[src/rtl/md_pkg.sv]
// md_pkg: shared op/state encodings for the multiply/divide sequencer
package md_pkg;
  localparam int MD_ITER = 32;
  localparam logic [1:0] MD_MULT = 2'b00;
  localparam logic [1:0] MD_MULTU = 2'b01;
  localparam logic [1:0] MD_DIV = 2'b10;
  localparam logic [1:0] MD_DIVU = 2'b11;
  typedef enum logic [1:0] {S_IDLE, S_CALC, S_FIX} state_t;
endpackage

[src/rtl/ex_md_step.sv]
// ex_md_step: one shift-add multiply or restoring-divide iteration
module ex_md_step #(
  parameter int WIDTH = 32
) (
  input  logic [2*WIDTH:0] acc,
  input  logic [WIDTH-1:0] opnd,
  input  logic             div,
  output logic [2*WIDTH:0] nxt
);
  logic [WIDTH:0] sum;
  logic [WIDTH+1:0] sh;
  logic [WIDTH:0] diff;
  logic ge;
  always_comb begin
    sum = {1'b0, acc[2*WIDTH-1:WIDTH]} + (acc[0] ? {1'b0, opnd} : '0);
    sh = {acc[2*WIDTH:WIDTH], acc[WIDTH-1]};
    ge = sh >= {2'b0, opnd};
    diff = sh[WIDTH:0] - {1'b0, opnd};
    nxt = div ? {ge ? diff : sh[WIDTH:0], acc[WIDTH-2:0], ge} : {1'b0, sum, acc[WIDTH-1:1]};
  end
endmodule

[src/rtl/ex_muldiv_ctrl.sv]
// ex_muldiv_ctrl: iterative MULT/MULTU/DIV/DIVU sequencer owning HI/LO
module ex_muldiv_ctrl import md_pkg::*; #(
  parameter int WIDTH = 32,
  parameter int ITER = MD_ITER
) (
  input  logic             clk,
  input  logic             reset,
  input  logic             EX_md_start,
  input  logic [1:0]       EX_md_op,
  input  logic [WIDTH-1:0] EX_rd1,
  input  logic [WIDTH-1:0] EX_alu_in2,
  input  logic             EX_hi_we,
  input  logic             EX_lo_we,
  output logic             EX_md_busy,
  output logic             EX_md_done,
  output logic [WIDTH-1:0] EX_md_hi,
  output logic [WIDTH-1:0] EX_md_lo
);
  localparam int CW = $clog2(ITER + 1);
  state_t state_q, state_d;
  logic [CW-1:0] cnt_q, cnt_d;
  logic [2*WIDTH:0] acc_q, acc_d, acc_nxt;
  logic [WIDTH-1:0] opnd_q, opnd_d, hi_q, hi_d, lo_q, lo_d, ma, mb, quo, rem;
  logic [2*WIDTH-1:0] prod;
  logic div_q, div_d, nres_q, nres_d, nrem_q, nrem_d, busy_q, busy_d, done_q, done_d;
  logic sgn, sa, sb;
  ex_md_step #(.WIDTH(WIDTH)) u_step (.acc(acc_q), .opnd(opnd_q), .div(div_q), .nxt(acc_nxt));
  always_comb begin
    sgn = EX_md_op inside {MD_MULT, MD_DIV};
    sa = sgn & EX_rd1[WIDTH-1];
    sb = sgn & EX_alu_in2[WIDTH-1];
    ma = sa ? -EX_rd1 : EX_rd1;
    mb = sb ? -EX_alu_in2 : EX_alu_in2;
    prod = nres_q ? -acc_q[2*WIDTH-1:0] : acc_q[2*WIDTH-1:0];
    quo = nres_q ? -acc_q[WIDTH-1:0] : acc_q[WIDTH-1:0];
    rem = nrem_q ? -acc_q[2*WIDTH-1:WIDTH] : acc_q[2*WIDTH-1:WIDTH];
    state_d = state_q;
    cnt_d = cnt_q;
    acc_d = acc_q;
    opnd_d = opnd_q;
    div_d = div_q;
    nres_d = nres_q;
    nrem_d = nrem_q;
    hi_d = hi_q;
    lo_d = lo_q;
    done_d = 1'b0;
    unique case (state_q)
      S_IDLE:
        if (EX_md_start) begin
          div_d = EX_md_op inside {MD_DIV, MD_DIVU};
          acc_d = {{(WIDTH+1){1'b0}}, div_d ? ma : mb};
          opnd_d = div_d ? mb : ma;
          nres_d = sa ^ sb;
          nrem_d = sa;
          cnt_d = CW'(ITER);
          state_d = S_CALC;
        end else begin
          hi_d = EX_hi_we ? EX_rd1 : hi_q;
          lo_d = EX_lo_we ? EX_rd1 : lo_q;
        end
      S_CALC:
        if (cnt_q != '0) begin
          acc_d = acc_nxt;
          cnt_d = cnt_q - CW'(1);
        end else state_d = S_FIX;
      S_FIX: begin
        hi_d = div_q ? rem : prod[2*WIDTH-1:WIDTH];
        lo_d = div_q ? quo : prod[WIDTH-1:0];
        done_d = 1'b1;
        state_d = S_IDLE;
      end
      default: state_d = S_IDLE;
    endcase
    busy_d = state_d != S_IDLE;
  end
  always_ff @(posedge clk) begin
    if (reset) begin
      state_q <= S_IDLE;
      cnt_q <= '0;
      acc_q <= '0;
      opnd_q <= '0;
      div_q <= 1'b0;
      nres_q <= 1'b0;
      nrem_q <= 1'b0;
      hi_q <= '0;
      lo_q <= '0;
      busy_q <= 1'b0;
      done_q <= 1'b0;
    end else begin
      state_q <= state_d;
      cnt_q <= cnt_d;
      acc_q <= acc_d;
      opnd_q <= opnd_d;
      div_q <= div_d;
      nres_q <= nres_d;
      nrem_q <= nrem_d;
      hi_q <= hi_d;
      lo_q <= lo_d;
      busy_q <= busy_d;
      done_q <= done_d;
    end
  end
  assign EX_md_busy = busy_q;
  assign EX_md_done = done_q;
  assign EX_md_hi = hi_q;
  assign EX_md_lo = lo_q;
endmodule

[config.mk]
export PLATFORM = sky130hd
export DESIGN_NAME = ex_muldiv_ctrl
export DESIGN_NICKNAME = d
export VERILOG_FILES = /design/src/rtl/md_pkg.sv /design/src/rtl/ex_md_step.sv /design/src/rtl/ex_muldiv_ctrl.sv
export SDC_FILE = /design/constraint.sdc
export NUM_CORES = 1
export LEC_CHECK = 0
export CAP_MARGIN = 10
export CORE_MARGIN = 3
export CORE_UTILIZATION = 40
export DETAILED_ROUTE_END_ITERATION = 12
export GPL_TIMING_DRIVEN = 0
export PLACE_DENSITY = 0.6
export SLEW_MARGIN = 20
export SYNTH_ARGS = -nofsm -noshare
export SYNTH_HDL_FRONTEND = slang
export SYNTH_SLANG_ARGS = --single-unit
export TNS_END_PERCENT = 30
[constraint.sdc]
create_clock -name clk -period 7.7 [get_ports clk]
set_input_delay 2.31 -clock clk [delete_from_list [all_inputs] [get_ports clk]]
set_output_delay 2.31 -clock clk [all_outputs]
set_load 0.01 [all_outputs]
### After elaboration in Yosys (flattened, before gate mapping)

Index checks and enable logic that the tools add are counted.
Widths: inputs -> output; s select.

* register bits: 174

* $add $sub $neg: 8
* order comparisons: 1
* equal/unequal tests: 9
* muxes and demuxes: 28
* bitwise logic cells: 3
* reduce and logical (&&, ||, !) cells: 12

Operators by type and width (count)
* $mux 32: 13
* $mux 65: 3
* $pmux 65 s2: 1
* $neg 32->32: 4
* $pmux 32 s2: 2
* $mux 64: 1
* $neg 64->64: 1
* $ge 34x32->1: 1
* $add 32x33->33: 1
* $mux 33: 1
* $sub 33x32->33: 1
* $mux 6: 2
* $pmux 6 s2: 1
* $ne 2x2->1 const B: 5
* $reduce_bool 2->1: 5
* $reduce_and 3->1: 3
* $eq 2x2->1 const B: 3
* $reduce_bool 6->1: 1
* $sub 6x1->6 const B: 1
* $logic_not 2->1: 2
* $mux 2: 2
* $pmux 2 s2: 1
* $and 1x1->1: 2
* $eq 2x1->1 const B: 1
* other kinds (3): 3

### Longest topological paths before layout

* depth after elaboration: 7
* gate-level depth with buffers: 14
* mapped depth without buffers: 13

### Hierarchy

A second synthesis with hierarchy kept.

* cell total of the unflattened synthesis: 1986
* area, all modules: 15192.1 sq um

Modules (own cells, without submodules)
* ex_muldiv_ctrl: times used 1, cells each 1333, area each 10640.2 sq um, sequential area each 3483.3 sq um
* ex_md_step: times used 1, cells each 653, area each 4551.9 sq um, sequential area each 0.0 sq um

### Least setup slack after synthesis

Ideal clock, no wire load.

* path kind: in2reg
* from: in EX_alu_in2[3]
* to: reg acc_q[23]
* library setup time: 132 ps
* arrival: 4541 ps
* required time: 7568 ps
* path slack: 3027 ps
* cell stages on the path: 9
* cells stage by stage: or3_4 -> or4_1 -> or4b_1 -> buf_2 -> o31a_1 -> xnor2_1 -> mux2i_1 -> a21oi_1 -> nor3_1

* cells in the longest elaborated chain, start to end: 5

Ends and longest elaborated chain
* start, declared: RTL line ex_muldiv_ctrl.sv:11 `input logic [WIDTH-1:0] EX_alu_in2,`
* $neg 32->32: RTL line ex_muldiv_ctrl.sv:33 `mb = sb ? -EX_alu_in2 : EX_alu_in2;`
* $mux 32: RTL line ex_muldiv_ctrl.sv:33
* $mux 32: RTL line ex_muldiv_ctrl.sv:51 `acc_d = {{(WIDTH+1){1'b0}}, div_d ? ma : mb};`
* $mux 65: RTL line ex_muldiv_ctrl.sv:49 `if (EX_md_start) begin`
* $pmux 65 s2: RTL line ex_muldiv_ctrl.sv:47 `unique case (state_q)`
* end signal, assigned: RTL line ex_muldiv_ctrl.sv:80 `acc_q <= '0;`
* end signal, assigned: RTL line ex_muldiv_ctrl.sv:92 `acc_q <= acc_d;`
* end, declared: RTL line ex_muldiv_ctrl.sv:22 `logic [2*WIDTH:0] acc_q, acc_d, acc_nxt;`

No other way between the ends. The select of a mux whose other input is x is not followed.
A chain may end at the register's enable or synchronous reset.

### Worst setup path in the final report

* from: in EX_rd1[3]
* to: reg acc_q[28]

* cells in the longest elaborated chain, start to end: 5

Ends and longest elaborated chain
* start, declared: RTL line ex_muldiv_ctrl.sv:10 `input logic [WIDTH-1:0] EX_rd1,`
* $neg 32->32: RTL line ex_muldiv_ctrl.sv:32 `ma = sa ? -EX_rd1 : EX_rd1;`
* $mux 32: RTL line ex_muldiv_ctrl.sv:32
* $mux 32: RTL line ex_muldiv_ctrl.sv:51
* $mux 65: RTL line ex_muldiv_ctrl.sv:49
* $pmux 65 s2: RTL line ex_muldiv_ctrl.sv:47

No other way between the ends. The select of a mux whose other input is x is not followed.

==> summary.md <==
| Metric | Value |
|---|---|
| Detailed Place HPWL | `~50 mm` |
| Largest net degree at the start of global routing | `19` |
| Setup bufs post-CTS | `0` |
| Delay-heaviest family, CP | `simple AND/OR/NAND/NOR gates` |
| Post-synth cell types | `81` |
| Hold path cells | `2` |
| Crit path time final | `between 5 and 6 ns` |
| Rel. slew slack | `26.7%` |
| Mapped Cells | `between 1500 and 2000` |
| Initial antenna violation count | `0` |
| Mapped cell area | `around 14000 um^2` |
| Global routing usage on met3 | `~5%` |
| Sequential share of the synthesized area | `24.3%` |
| DR pass1 iterations | `6` |
| Synth Register Bits | `174` |
| Critical Path RT | `8.02 ns` |
| TNS Setup | `0 ns` |
| Mean Syn Cell Area | `~7.5 um^2` |
| Peak supply drop | `about 0.18 mV` |
| Worst path arrival time | `around 5.8 ns` |
| Final #Nets | `around 2200` |
| Final period utilization | `70.5%` |
| Worst Hold Launch | `opnd_q[9]` |
| CTS tree | `built` |
| Layer with the highest usage | `met2` |
| Reg-to-reg slack, setup | `about 3.3 ns` |
| CTS root buf | `clkbuf_16` |
| Share of layout cells above drive strength 1 | `under 10%` |
| Commonest non-fill, non-tap cells in the layout | `202 x nor2_1, 174 x dfxtp_1, 172 x nand2_1` |
| Final setup violation count | `0` |
| RSZ-0062 raised after global routing | `false` |
| Clk Latency, worst-skew pair | `~0.46 ns` |
| Die Span Y | `slightly below 200 um` |
| Max clock buf depth | `2` |
| R2R Path Start | `acc_q[0]` |
| CP Cell Sequence | `clkdlybuf4s50_1 -> or4_1 -> clkbuf_1 -> nor3_1 -> and2_0 -> clkbuf_1 -> nand3_1 -> o21ai_1 -> xor2_1 -> a21oi_1 -> o211ai_1 -> a21oi_1` |
| Setup Skew | `between 0.01 and 0.015 ns` |
| Commonest non-fill, non-tap cell in the layout | `nor2_1` |
| Vias in the first global route | `between 10000 and 15000` |
| First-pass GRT wire length | `between 90 and 100 mm` |
| Worst setup EP type | `flip-flop` |
| Least-Margin Pin Slew | `1.10 ns` |
| CTS Hold Bufs | `0` |
| Reg2reg end | `acc_q[61]` |
| Initial Util | `about two fifths` |
| GRT Total Usage | `a little under a third` |
| Crit. Startpoint | `EX_rd1[3]` |
| Number of antenna-violating nets in the routed design | `0` |
| Hold/Removal Path Class | `flip-flop to flip-flop` |
| Post-synth EDFFs | `0` |
| Fmax | `around 180 MHz` |
| Met1 Usage GRT | `42.8%` |
| Final Hold Vio Count | `0` |
| Area Overhead vs Synth | `17.2%` |
| Crit path launch type | `primary input` |
| Worst-path fanout max | `7` |
| Core Rows | `68` |
| Gpl congestion | `a little under 1` |
| # IOs | `137` |
| Power density cells | `229 nW/um^2` |
| H-tree depth | `4` |
| Antenna cell count | `0` |
| Power Total | `roughly 3.9 mW` |
| CTS clk-pin slew, worst paths | `0.09 ns` |
| Max-cap viol count | `0` |
| Post-route DRC | `0` |
| Vias/cell | `~6.2` |
| Total CTS buffers | `17` |
| Leak Pwr | `about 6.1 nW` |
| Crit path max-delay cell type | `clkdlybuf4s50_1` |
| Detailed router's first-iteration violation count | `around 1700` |
| R2R cell count | `13` |
| Critical path class | `primary input to flip-flop` |
| Crit path buf inv count | `3` |
| Outcome | `completed` |
| Most used DFF post-synth | `dfxtp_1` |
| Die area | `around 38000 um^2` |
| CTS Sinks | `between 150 and 200` |
| GRT met2 Usage | `48.9%` |
| Core ar. | `about 35000 um^2` |
| GRT overflow | `0` |
| Fin. max-slew vios | `0` |
| Via count | `15728` |
| Routed wire length | `about 60 mm` |
| Die Width | `195 um` |
| DR WL/cell | `between 20 and 25 um` |
| Max incr delay on CP | `approximately 0.65 ns` |
| Hold endpoint | `opnd_q[9]` |
| Port Buffers | `between 100 and 150` |
| Post-CTS sizing | `0` |
| Yosys warns | `0` |
| Net count after synthesis | `between 2000 and 2500` |
| Async SR Flop Fraction | `0%` |
per-layer routing:
layer / vias to the layer above / share of wire (%)
met5: - / 0
met4: 0 / 3.7
met3: 112 / 7.8
met2: 763 / 45
met1: 7534 / 44
li1: 7319 / -
kinds of logic after synthesis:
group / Yosys count / synth area share [%]
compound gates: 615 / 28.0
simple gates: 601 / 19.6
buf+inv: 202 / 5.39
xor+xnor: 176 / 10.7
flops: 174 / 24.3
mux: 81 / 5.68
fa+ha+maj: 71 / 6.29
how the worst max path moves through the flow:
stage | endpoint | slack, ns | cells after the start
after floorplan | acc_q[23] | 3.03 | 9
after global placement | acc_q[28] | 1.94 | 12
after detailed placement | acc_q[28] | 1.90 | 12
after CTS | acc_q[28] | 2.38 | 12
after global routing | acc_q[28] | 2.17 | 12
final | acc_q[28] | 2.27 | 12
power by group:
group / leakage, nW / internal [mW] / switching (mW) / total, mW
clock network: 0.281 / 0.433 / 0.469 / 0.902
logic: 4.43 / 0.661 / 1.12 / 1.78
registers: 1.42 / 1.03 / 0.146 / 1.17
layout make-up:
cell class,instances,area (um^2)
clock inverter,15,146
tap,455,569
fill,3547,18100
sequential,174,3480
buffer,128,495
inverter,74,278
clock buffer,17,425
multi-input combinational,1544,10100
timing repair buffer,133,1330
state kept, by name, summed over array words and instances (netlist names):
name and flops:
acc_q 65, EX_md_hi 32, EX_md_lo 32, opnd_q 32, cnt_q 6, state_q 2
EX_md_busy 1, EX_md_done 1, div_q 1, nrem_q 1, nres_q 1
Yosys cell counts, types with 10 or more instances:
library cell / n / area, um^2
a211oi_1: 30 / 225
a21o_1: 16 / 120
a21oi_1: 159 / 796
a222oi_1: 11 / 110
a22oi_1: 65 / 488
a31oi_1: 21 / 131
and2_1: 10 / 62.6
clkbuf_1: 117 / 439
dfxtp_1: 174 / 3480
ha_1: 69 / 863
inv_1: 73 / 274
mux2i_1: 78 / 781
nand2_1: 172 / 646
nand2b_1: 20 / 125
nand3_1: 22 / 110
nand4_1: 12 / 75.1
nor2_1: 202 / 758
nor2b_1: 21 / 131
nor3_1: 60 / 300
nor4_1: 16 / 100
o211ai_1: 32 / 240
o21a_1: 12 / 90.1
o21ai_0: 90 / 450
o21ai_1: 17 / 85.1
o21bai_1: 10 / 75.1
o22ai_1: 60 / 375
o31ai_1: 19 / 143
o41ai_1: 10 / 87.6
or3_1: 19 / 119
or4_1: 15 / 113
xnor2_1: 113 / 990
xor2_1: 63 / 552
per-stage QoR:
stage	setup WS [ns]	utilization, %	hold WS [ns]	std cells	area (um^2)
3_5_place_dp	1.90	46.5	0.447	2508	16300
2_1_floorplan	3.03	-	0.426	1920	14400
4_1_cts	2.38	48.1	0.457	2540	16800
3_3_place_gp	1.94	46.5	0.437	2508	16300
5_1_grt	2.17	48.1	0.481	2540	16800
6_report	2.27	48.1	0.456	2540	16800
tightest hold or removal path, stage by stage (launching register included):
cell and delay [ns]:
dfxtp_1 0.32, nand2_1 0.05, a21oi_1 0.05
Note: power is estimated with default switching activity, not from simulation.
